<file path="config.mk">
export PLATFORM = sky130hd
export DESIGN_NAME = ecc_counter_scrubber_flat
export DESIGN_NICKNAME = d
export VERILOG_FILES = /design/src/rtl/ecc_counter_scrubber_if.sv /design/src/rtl/ecc_counter_scrubber.sv /design/src/flat_wrapper.sv
export SDC_FILE = /design/constraint.sdc
export NUM_CORES = 1
export LEC_CHECK = 0
export BUFFER_PORTS_ARGS = -buffer_cell sky130_fd_sc_hd__buf_2
export CAP_MARGIN = 25
export CORE_MARGIN = 2
export CORE_UTILIZATION = 64
export DETAILED_ROUTE_END_ITERATION = 8
export PLACE_DENSITY = 0.95
export SLEW_MARGIN = 10
export SYNTH_ARGS = -nofsm -noshare
export SYNTH_HDL_FRONTEND = slang
export SYNTH_SLANG_ARGS = --single-unit
</file>
<file path="constraint.sdc">
create_clock -name clk -period 11.9 [get_ports clk]
set_input_delay 1.785 -clock clk [delete_from_list [all_inputs] [get_ports clk]]
set_output_delay 1.785 -clock clk [all_outputs]
set_load 0.02 [all_outputs]
</file>
<file path="src/rtl/ecc_counter_scrubber_if.sv">
// ecc_counter_scrubber_if: control, injection and status signals of the
// ECC-protected counter. The master side drives commands, the slave side
// is the counter block itself.
interface ecc_counter_scrubber_if #(
  parameter int WIDTH = 32
);
  localparam int BLOCKS = WIDTH / 4;
  localparam int PBITS  = 3 * BLOCKS;

  logic             enable;
  logic             up_down;
  logic             load;
  logic [WIDTH-1:0] load_value;
  logic             scrub_req;
  logic             inj_en;
  logic [WIDTH-1:0] inj_data_mask;
  logic [PBITS-1:0] inj_par_mask;
  logic [WIDTH-1:0] counter;
  logic             busy;
  logic             err_corrected;
  logic [7:0]       err_count;
  logic             err_uncorrectable;

  modport master (
    output enable, up_down, load, load_value, scrub_req,
           inj_en, inj_data_mask, inj_par_mask,
    input  counter, busy, err_corrected, err_count, err_uncorrectable
  );

  modport slave (
    input  enable, up_down, load, load_value, scrub_req,
           inj_en, inj_data_mask, inj_par_mask,
    output counter, busy, err_corrected, err_count, err_uncorrectable
  );
endinterface

</file>
<file path="src/rtl/ecc_counter_scrubber.sv">
// ecc_counter_scrubber: up/down counter whose storage is protected by a
// Hamming(7,4) code on every nibble. A scrub (periodic after SCRUB_PERIOD
// idle cycles, or on scrub_req) checks all nibbles in one cycle and writes
// back single-bit corrections for all of them in the next.
// Build macro ECC_COUNTER_DED_EN adds an overall-parity bit per nibble so
// double errors are detected, left unmodified and flagged sticky.
module ecc_counter_scrubber #(
  parameter int WIDTH        = 32,
  parameter int SCRUB_PERIOD = 16
) (
  input  logic                  clk,
  input  logic                  rst,
  ecc_counter_scrubber_if.slave bus
);
  localparam int BLOCKS = WIDTH / 4;
  localparam int PBITS  = 3 * BLOCKS;
  localparam int TW     = (SCRUB_PERIOD > 1) ? $clog2(SCRUB_PERIOD) : 1;
  localparam logic [TW-1:0] TIMER_MAX = TW'((SCRUB_PERIOD > 0) ? SCRUB_PERIOD - 1 : 0);

  typedef enum logic [1:0] {IDLE = 2'd0, CHECK = 2'd1, CORRECT = 2'd2} state_t;

  function automatic logic [2:0] hamming_enc(input logic [3:0] d);
    return {d[0] ^ d[2] ^ d[3], d[0] ^ d[1] ^ d[3], d[0] ^ d[1] ^ d[2]};
  endfunction

  function automatic logic [PBITS-1:0] encode_all(input logic [WIDTH-1:0] d);
    logic [PBITS-1:0] p;
    p = '0;
    for (int i = 0; i < BLOCKS; i++) p[3*i +: 3] = hamming_enc(d[4*i +: 4]);
    return p;
  endfunction

  // Syndrome -> {data flips d3..d0, parity flips p2..p0}
  function automatic logic [6:0] flip_map(input logic [2:0] s);
    case (s)
      3'b110:  return 7'b1000_000;
      3'b101:  return 7'b0100_000;
      3'b011:  return 7'b0010_000;
      3'b111:  return 7'b0001_000;
      3'b100:  return 7'b0000_100;
      3'b010:  return 7'b0000_010;
      3'b001:  return 7'b0000_001;
      default: return 7'b0000_000;
    endcase
  endfunction

  function automatic logic [7:0] sat_inc(input logic [7:0] v);
    return (v == 8'hFF) ? v : v + 8'd1;
  endfunction

  state_t              state, state_next;
  logic [WIDTH-1:0]    data, upd_data, idle_data, fix_data;
  logic [PBITS-1:0]    parity, idle_par, fix_par, synd_now, synd_p1;
  logic [7*BLOCKS-1:0] flips;
  logic [BLOCKS-1:0]   skip;
  logic [TW-1:0]       timer;
  logic [7:0]          err_cnt;
  logic                write_new, activity, idle_expire, scrub_go, fix_any;

`ifdef ECC_COUNTER_DED_EN
  function automatic logic [BLOCKS-1:0] overall_all(input logic [WIDTH-1:0] d);
    logic [BLOCKS-1:0] o;
    o = '0;
    for (int i = 0; i < BLOCKS; i++) o[i] = ^{d[4*i +: 4], hamming_enc(d[4*i +: 4])};
    return o;
  endfunction

  logic [BLOCKS-1:0] ovr, fix_ovr, dbl_now, dbl_p1;
  logic              unc;
`endif

  assign synd_now    = parity ^ encode_all(data);
  assign write_new   = bus.load | bus.enable;
  assign activity    = write_new | bus.inj_en;
  assign idle_expire = (SCRUB_PERIOD != 0) && !activity && (timer == TIMER_MAX);
  assign scrub_go    = bus.scrub_req | idle_expire;

  // Count/load result before injection; load wins over enable
  always_comb begin
    upd_data = data;
    if (bus.load)        upd_data = bus.load_value;
    else if (bus.enable) upd_data = bus.up_down ? data + WIDTH'(1) : data - WIDTH'(1);
  end

  assign idle_data = upd_data ^ (bus.inj_en ? bus.inj_data_mask : {WIDTH{1'b0}});
  assign idle_par  = (write_new ? encode_all(upd_data) : parity)
                     ^ (bus.inj_en ? bus.inj_par_mask : {PBITS{1'b0}});

`ifdef ECC_COUNTER_DED_EN
  // A nonzero syndrome with consistent overall parity means two bits flipped
  always_comb begin
    dbl_now = '0;
    for (int b = 0; b < BLOCKS; b++)
      dbl_now[b] = (synd_now[3*b +: 3] != 3'b000) && !(^{data[4*b +: 4], parity[3*b +: 3], ovr[b]});
  end
  assign skip = dbl_p1;
`else
  assign skip = '0;
`endif

  // Per-block flip pattern decoded from the registered syndromes
  always_comb begin
    flips = '0;
    for (int b = 0; b < BLOCKS; b++) flips[7*b +: 7] = flip_map(synd_p1[3*b +: 3]);
  end

  // Corrected image of the whole word, written back in CORRECT
  always_comb begin
    fix_data = data;
    fix_par  = parity;
    fix_any  = 1'b0;
    for (int b = 0; b < BLOCKS; b++) begin
      if (!skip[b] && (flips[7*b +: 7] != 7'd0)) begin
        fix_data[4*b +: 4] = data[4*b +: 4] ^ flips[7*b+3 +: 4];
        fix_par[3*b +: 3]  = parity[3*b +: 3] ^ flips[7*b +: 3];
        fix_any            = 1'b1;
      end
    end
  end

`ifdef ECC_COUNTER_DED_EN
  // Overall parity is re-derived only for blocks that get corrected
  always_comb begin
    fix_ovr = ovr;
    for (int b = 0; b < BLOCKS; b++)
      if (!dbl_p1[b] && (synd_p1[3*b +: 3] != 3'b000))
        fix_ovr[b] = ^{fix_data[4*b +: 4], fix_par[3*b +: 3]};
  end
`endif

  // FSM state register
  always_ff @(posedge clk) begin
    if (rst) state <= IDLE;
    else     state <= state_next;
  end

  // FSM next-state logic
  always_comb begin
    state_next = state;
    case (state)
      IDLE:    if (scrub_go) state_next = CHECK;
      CHECK:   state_next = (synd_now != '0) ? CORRECT : IDLE;
      CORRECT: state_next = IDLE;
      default: state_next = IDLE;
    endcase
  end

  // FSM outputs
  always_comb begin
    bus.busy          = (state != IDLE);
    bus.err_corrected = (state == CORRECT) && fix_any;
  end

  // Storage, idle timer and error counter
  always_ff @(posedge clk) begin
    if (rst) begin
      data    <= '0;
      parity  <= '0;
      timer   <= '0;
      err_cnt <= '0;
    end else begin
      case (state)
        IDLE: begin
          data   <= idle_data;
          parity <= idle_par;
          if (scrub_go || activity) timer <= '0;
          else                      timer <= timer + TW'(1);
        end
        CORRECT: begin
          data   <= fix_data;
          parity <= fix_par;
          if (fix_any) err_cnt <= sat_inc(err_cnt);
        end
        default: ;
      endcase
    end
  end

  // ---- stage p1: syndromes captured in CHECK, consumed in CORRECT ----
  // Syndrome snapshot taken during CHECK
  always_ff @(posedge clk) begin
    if (state == CHECK) begin
      synd_p1 <= synd_now;
`ifdef ECC_COUNTER_DED_EN
      dbl_p1  <= dbl_now;
`endif
    end
  end

`ifdef ECC_COUNTER_DED_EN
  // Overall-parity storage and sticky double-error flag
  always_ff @(posedge clk) begin
    if (rst) begin
      ovr <= '0;
      unc <= 1'b0;
    end else begin
      case (state)
        IDLE: begin
          if (write_new) ovr <= overall_all(upd_data);
          if (bus.load)  unc <= 1'b0;
        end
        CORRECT: begin
          ovr <= fix_ovr;
          if (dbl_p1 != '0) unc <= 1'b1;
        end
        default: ;
      endcase
    end
  end
  assign bus.err_uncorrectable = unc;
`else
  assign bus.err_uncorrectable = 1'b0;
`endif

  assign bus.counter   = data;
  assign bus.err_count = err_cnt;
endmodule
</file>
<file path="src/flat_wrapper.sv">
// flat-port wrapper written by rule: the top's interface ports become plain ports
module ecc_counter_scrubber_flat 
#(
  parameter int WIDTH        = 32,
  parameter int SCRUB_PERIOD = 16
)
  (clk, rst, bus_enable, bus_up_down, bus_load, bus_load_value, bus_scrub_req, bus_inj_en, bus_inj_data_mask, bus_inj_par_mask, bus_counter, bus_busy, bus_err_corrected, bus_err_count, bus_err_uncorrectable);
  ecc_counter_scrubber_if #(.WIDTH(WIDTH)) bus_i ();
  input  logic clk;
  input  logic rst;
  input wire logic [$bits(bus_i.enable)-1:0] bus_enable;
  input wire logic [$bits(bus_i.up_down)-1:0] bus_up_down;
  input wire logic [$bits(bus_i.load)-1:0] bus_load;
  input wire logic [$bits(bus_i.load_value)-1:0] bus_load_value;
  input wire logic [$bits(bus_i.scrub_req)-1:0] bus_scrub_req;
  input wire logic [$bits(bus_i.inj_en)-1:0] bus_inj_en;
  input wire logic [$bits(bus_i.inj_data_mask)-1:0] bus_inj_data_mask;
  input wire logic [$bits(bus_i.inj_par_mask)-1:0] bus_inj_par_mask;
  output wire logic [$bits(bus_i.counter)-1:0] bus_counter;
  output wire logic [$bits(bus_i.busy)-1:0] bus_busy;
  output wire logic [$bits(bus_i.err_corrected)-1:0] bus_err_corrected;
  output wire logic [$bits(bus_i.err_count)-1:0] bus_err_count;
  output wire logic [$bits(bus_i.err_uncorrectable)-1:0] bus_err_uncorrectable;
  assign bus_i.enable = bus_enable;
  assign bus_i.up_down = bus_up_down;
  assign bus_i.load = bus_load;
  assign bus_i.load_value = bus_load_value;
  assign bus_i.scrub_req = bus_scrub_req;
  assign bus_i.inj_en = bus_inj_en;
  assign bus_i.inj_data_mask = bus_inj_data_mask;
  assign bus_i.inj_par_mask = bus_inj_par_mask;
  assign bus_counter = bus_i.counter;
  assign bus_busy = bus_i.busy;
  assign bus_err_corrected = bus_i.err_corrected;
  assign bus_err_count = bus_i.err_count;
  assign bus_err_uncorrectable = bus_i.err_uncorrectable;
  ecc_counter_scrubber #(.WIDTH(WIDTH), .SCRUB_PERIOD(SCRUB_PERIOD)) u_core (.clk(clk), .rst(rst), .bus(bus_i));
endmodule
</file>
==> load_flow_metrics.sql <==
INSERT INTO impl_metrics (metric_group, metric, value, unit) VALUES
('status', 'status', 'finished, final reports clean', ''),
('floorplan', 'rows', '45', ''),
('clocking', 'clk_latency', '0.35', 'ns'),
('clocking', 'cts_tree', 'yes', ''),
('yosys', 'ys.flop_type', 'dfxtp_1', ''),
('floorplan', 'die_y', '129', 'µm'),
('clocking', 'max-clock-path-buffers', '2', ''),
('clocking', 'tritoncts_num_sinks', '94', ''),
('final_layout', 'layout-drive-gt1-share', '13.7', '%'),
('detailed_routing', 'detailedRoute.firstPassIterationCount', '7', ''),
('sta', 'fin_ws', '6.58', 'ns'),
('detailed_routing', 'postRouteAntennaNets', '0', ''),
('yosys', 'syn-instance-count', '1384', ''),
('floorplan', 'die_w', '129', 'µm'),
('clocking', 'cts.root.buffer_cell', 'clkbuf_16', ''),
('placement', 'numPortBuffers', '136', ''),
('floorplan', 'initial_utilization', '65.3', '%'),
('yosys', 'sequential_cell_area_fraction_in_the_yosys_report', '21.4', '%'),
('clocking', 'cts.repair_timing.setup_buffer_count', '0', ''),
('detailed_routing', 'drt_drc_violations_left', '0', ''),
('placement', 'place_worst_setup_slack', '6.33', 'ns'),
('sta', 'min_period_over_period', '44.7', '%'),
('yosys', 'synthesis.area_per_instance', '7.17', 'µm²'),
('final_layout', 'area_delta_synth_final', '9.21', '%'),
('clocking', 'htreeDepth', '3', ''),
('placement', 'dp.final_hpwl', '23300', 'µm'),
('sta', 'final-max-slew-violation-count', '0', ''),
('sta', 'finalSetupTns', '0', 'ns'),
('yosys', 'post_synth_instance_area', '0.00993', 'mm²'),
('critical_path', 'worstPathRequired', '12.09', 'ns'),
('pwr', 'power_per_cell_area', '144', 'mW/mm²'),
('critical_path', 'crit_arrival', '5.52', 'ns'),
('detailed_routing', 'routed_wirelength', '33600', 'µm'),
('floorplan', 'design.core.area', '0.0152', 'mm²'),
('sta', 'timing.slew.headroom', '27.6', '%'),
('yosys', 'async_flop_share', '0', '%'),
('grt', 'first_global_vias', '10200', ''),
('final_layout', 'fill_cells', '1146', ''),
('yosys', 'synth-edff-count', '24', ''),
('sta', 'timing.final.crit_period', '5.32', 'ns'),
('detailed_routing', 'post_drt_via_cell_ratio', '6.85', ''),
('grt', 'grt.overflow.total', '0', ''),
('sta', 'skew', '0.0101', 'ns'),
('final_layout', 'final_cells', '1636', ''),
('grt', 'grt_antenna_before_repair', '0', ''),
('clocking', 'hold_buffers', '0', ''),
('run', 'drv_cap', '0', ''),
('sta', 'finalHoldViolations', '0', ''),
('clocking', 'cts_made_buffers', '9', ''),
('detailed_routing', 'wl_per_cell', '20.5', 'µm'),
('critical_path', 'setup.worst_path.start_class', 'input pin', ''),
('critical_path', 'critPathCaptureType', 'flip-flop', ''),
('placement', 'globalplace.congestion', '1.02', ''),
('yosys', 'synth-warning-count', '0', ''),
('grt', 'grt.total_usage', '39.8', '%'),
('final_layout', 'fin_util', '71.3', '%'),
('pwr', 'vdd_ir_drop_max', '0.0000909', 'V'),
('floorplan', 'die_area', '0.0165', 'mm²'),
('grt', 'first_pass_grt_wire_length', '52500', 'µm'),
('yosys', 'postSynthRegisterBits', '94', ''),
('grt', 'grt_start_max_net_pins', '87', ''),
('floorplan', 'io-pin-count', '138', ''),
('critical_path', 'crit_fanout', '22', ''),
('final_layout', 'antenna_cells_inserted', '0', ''),
('placement', 'placed_cells', '1620', ''),
('pwr', 'p_leak', '4.46', 'nW'),
('clocking', 'cts.clk_slew.worst_paths', '0.06', 'ns'),
('sta', 'rsz0062_at_grt', 'false', ''),
('yosys', 'postSynthNetCount', '1512', ''),
('detailed_routing', 'detail_route.iter0.violations', '1851', ''),
('sta', 'top_achievable_clock_speed', '188', 'MHz'),
('sta', 'finalSetupViolations', '0', ''),
('clocking', 'post_cts_resized', '0', ''),
('yosys', 'synth.distinct_cells', '93', ''),
('final_layout', 'final_net_count', '1571', ''),
('worst_hold_path', 'min-delay-path-class', 'reg2reg', ''),
('sta', 'worst_slew_pin_slew', '1.09', 'ns'),
('detailed_routing', 'vias', '11200', ''),
('critical_path', 'setup.worst_path.class', 'in2reg', '');
## final timing paths
path / from / to / slack (ns) / cells past startpoint
max: bus_up_down / u_core.parity[10]$_SDFFE_PP0P_ / 6.58 / 14
max reg2reg: u_core.bus.counter[4]$_SDFFE_PP0P_ / u_core.parity[10]$_SDFFE_PP0P_ / 8.04 / 11
min reg2reg: u_core.timer[1]$_SDFFE_PP0P_ / u_core.timer[1]$_SDFFE_PP0P_ / 0.50 / 2
min: u_core.timer[1]$_SDFFE_PP0P_ / u_core.timer[1]$_SDFFE_PP0P_ / 0.50 / 2
## area by class of cell
type | instances | area, µm² | share of cell area (%)
multi-input combinational | 1160 | 7240 | 66.8
clock inverter | 5 | 82.6 | 0.762
sequential | 94 | 2120 | 19.6
timing repair buffer | 150 | 813 | 7.50
clock buffer | 11 | 243 | 2.24
tap | 188 | 235 | 2.17
inverter | 28 | 105 | 0.969
## cells by family after synthesis
group / after synthesis / share of synthesized area (%)
mux: 11 / 1.13
compound gates: 409 / 26.4
simple gates: 530 / 24.5
flops: 94 / 21.4
fa+ha+maj: 33 / 4.23
buf+inv: 130 / 5.72
xor+xnor: 176 / 16.6
other cells: 1 / 0.0378
## registers in the layout (all words and copies together) (netlist names)
register	count
u_core.bus.err_count	8
u_core.parity	24
u_core.timer	4
u_core.synd_p1	24
u_core.bus.counter	32
u_core.state	2
## cell usage after synthesis (32+ instances only)
| cell type | n | share of area [%] |
|---|---|---|
| nor2_1 | 163 | 6.2 |
| nand3_1 | 44 | 2.2 |
| xor2_1 | 51 | 4.5 |
| nand2_1 | 175 | 6.6 |
| o21ai_0 | 106 | 5.3 |
| a211oi_1 | 37 | 2.8 |
| clkbuf_1 | 80 | 3.0 |
| nor3_1 | 36 | 1.8 |
| ha_1 | 32 | 4.0 |
| a21oi_1 | 123 | 6.2 |
| xnor2_1 | 117 | 10 |
| dfxtp_1 | 70 | 14 |
## stage by stage
stage / hold slack (ns) / total power [W] / instance area, µm²
2_1_floorplan: 0.454 / 0.00102 / 9930
3_3_place_gp: 0.467 / 0.00117 / 10500
3_5_place_dp: 0.492 / 0.00120 / 10500
4_1_cts: 0.500 / 0.00152 / 10800
5_1_grt: 0.512 / 0.00163 / 10800
6_report: 0.497 / 0.00156 / 10800
## power by group
group | total, W | switching (W) | internal (W)
Combinational | 0.000737 | 0.000429 | 0.000308
Clock | 0.000318 | 0.000128 | 0.000190
Sequential | 0.000504 | 0.000113 | 0.000391
## critical path, cell delays in order
cell and delay [ns]:
buf_2 0.11, inv_1 0.37, buf_16 0.23, ha_1 0.33, a2111oi_4 0.39, o21ai_2 0.18
and3_4 0.22, nor3_1 0.13, nor3_1 0.08, o31ai_2 0.56, xnor3_1 0.47, and3_1 0.19
o31ai_1 0.31, a21oi_1 0.13
## layout by cell type, fill, tap and decap left out, drive strengths merged, types with 11 or more instances in the layout
cell type | synthesis | final
o22ai | 14 | 14
a31oi | 16 | 16
xor2 | 51 | 51
o21ai | 111 | 111
a21oi | 124 | 124
nand2 | 176 | 176
and3 | 27 | 27
o211ai | 16 | 16
dfxtp | 70 | 70
buf | 15 | 150
nor4 | 12 | 12
xnor2 | 118 | 118
a21o | 11 | 11
nand3 | 44 | 44
a211oi | 38 | 38
ha | 32 | 32
nor3 | 37 | 37
nor2 | 163 | 163
inv | 27 | 27
nor2b | 15 | 15
edfxtp | 24 | 24
nand4 | 16 | 16
clkbuf | 87 | 11
## per-layer routing
| metal | up-vias | GRT usage, % | part of all wire, % |
|---|---|---|---|
| met5 | - | 0 | 0 |
| met1 | 5057 | 54.6 | 39 |
| li1 | 5068 | - | - |
| met2 | 913 | 60.6 | 43 |
| met3 | 164 | 9.56 | 14 |
| met4 | 0 | 16.1 | 4.3 |
Power figures use the tool's default switching activity.
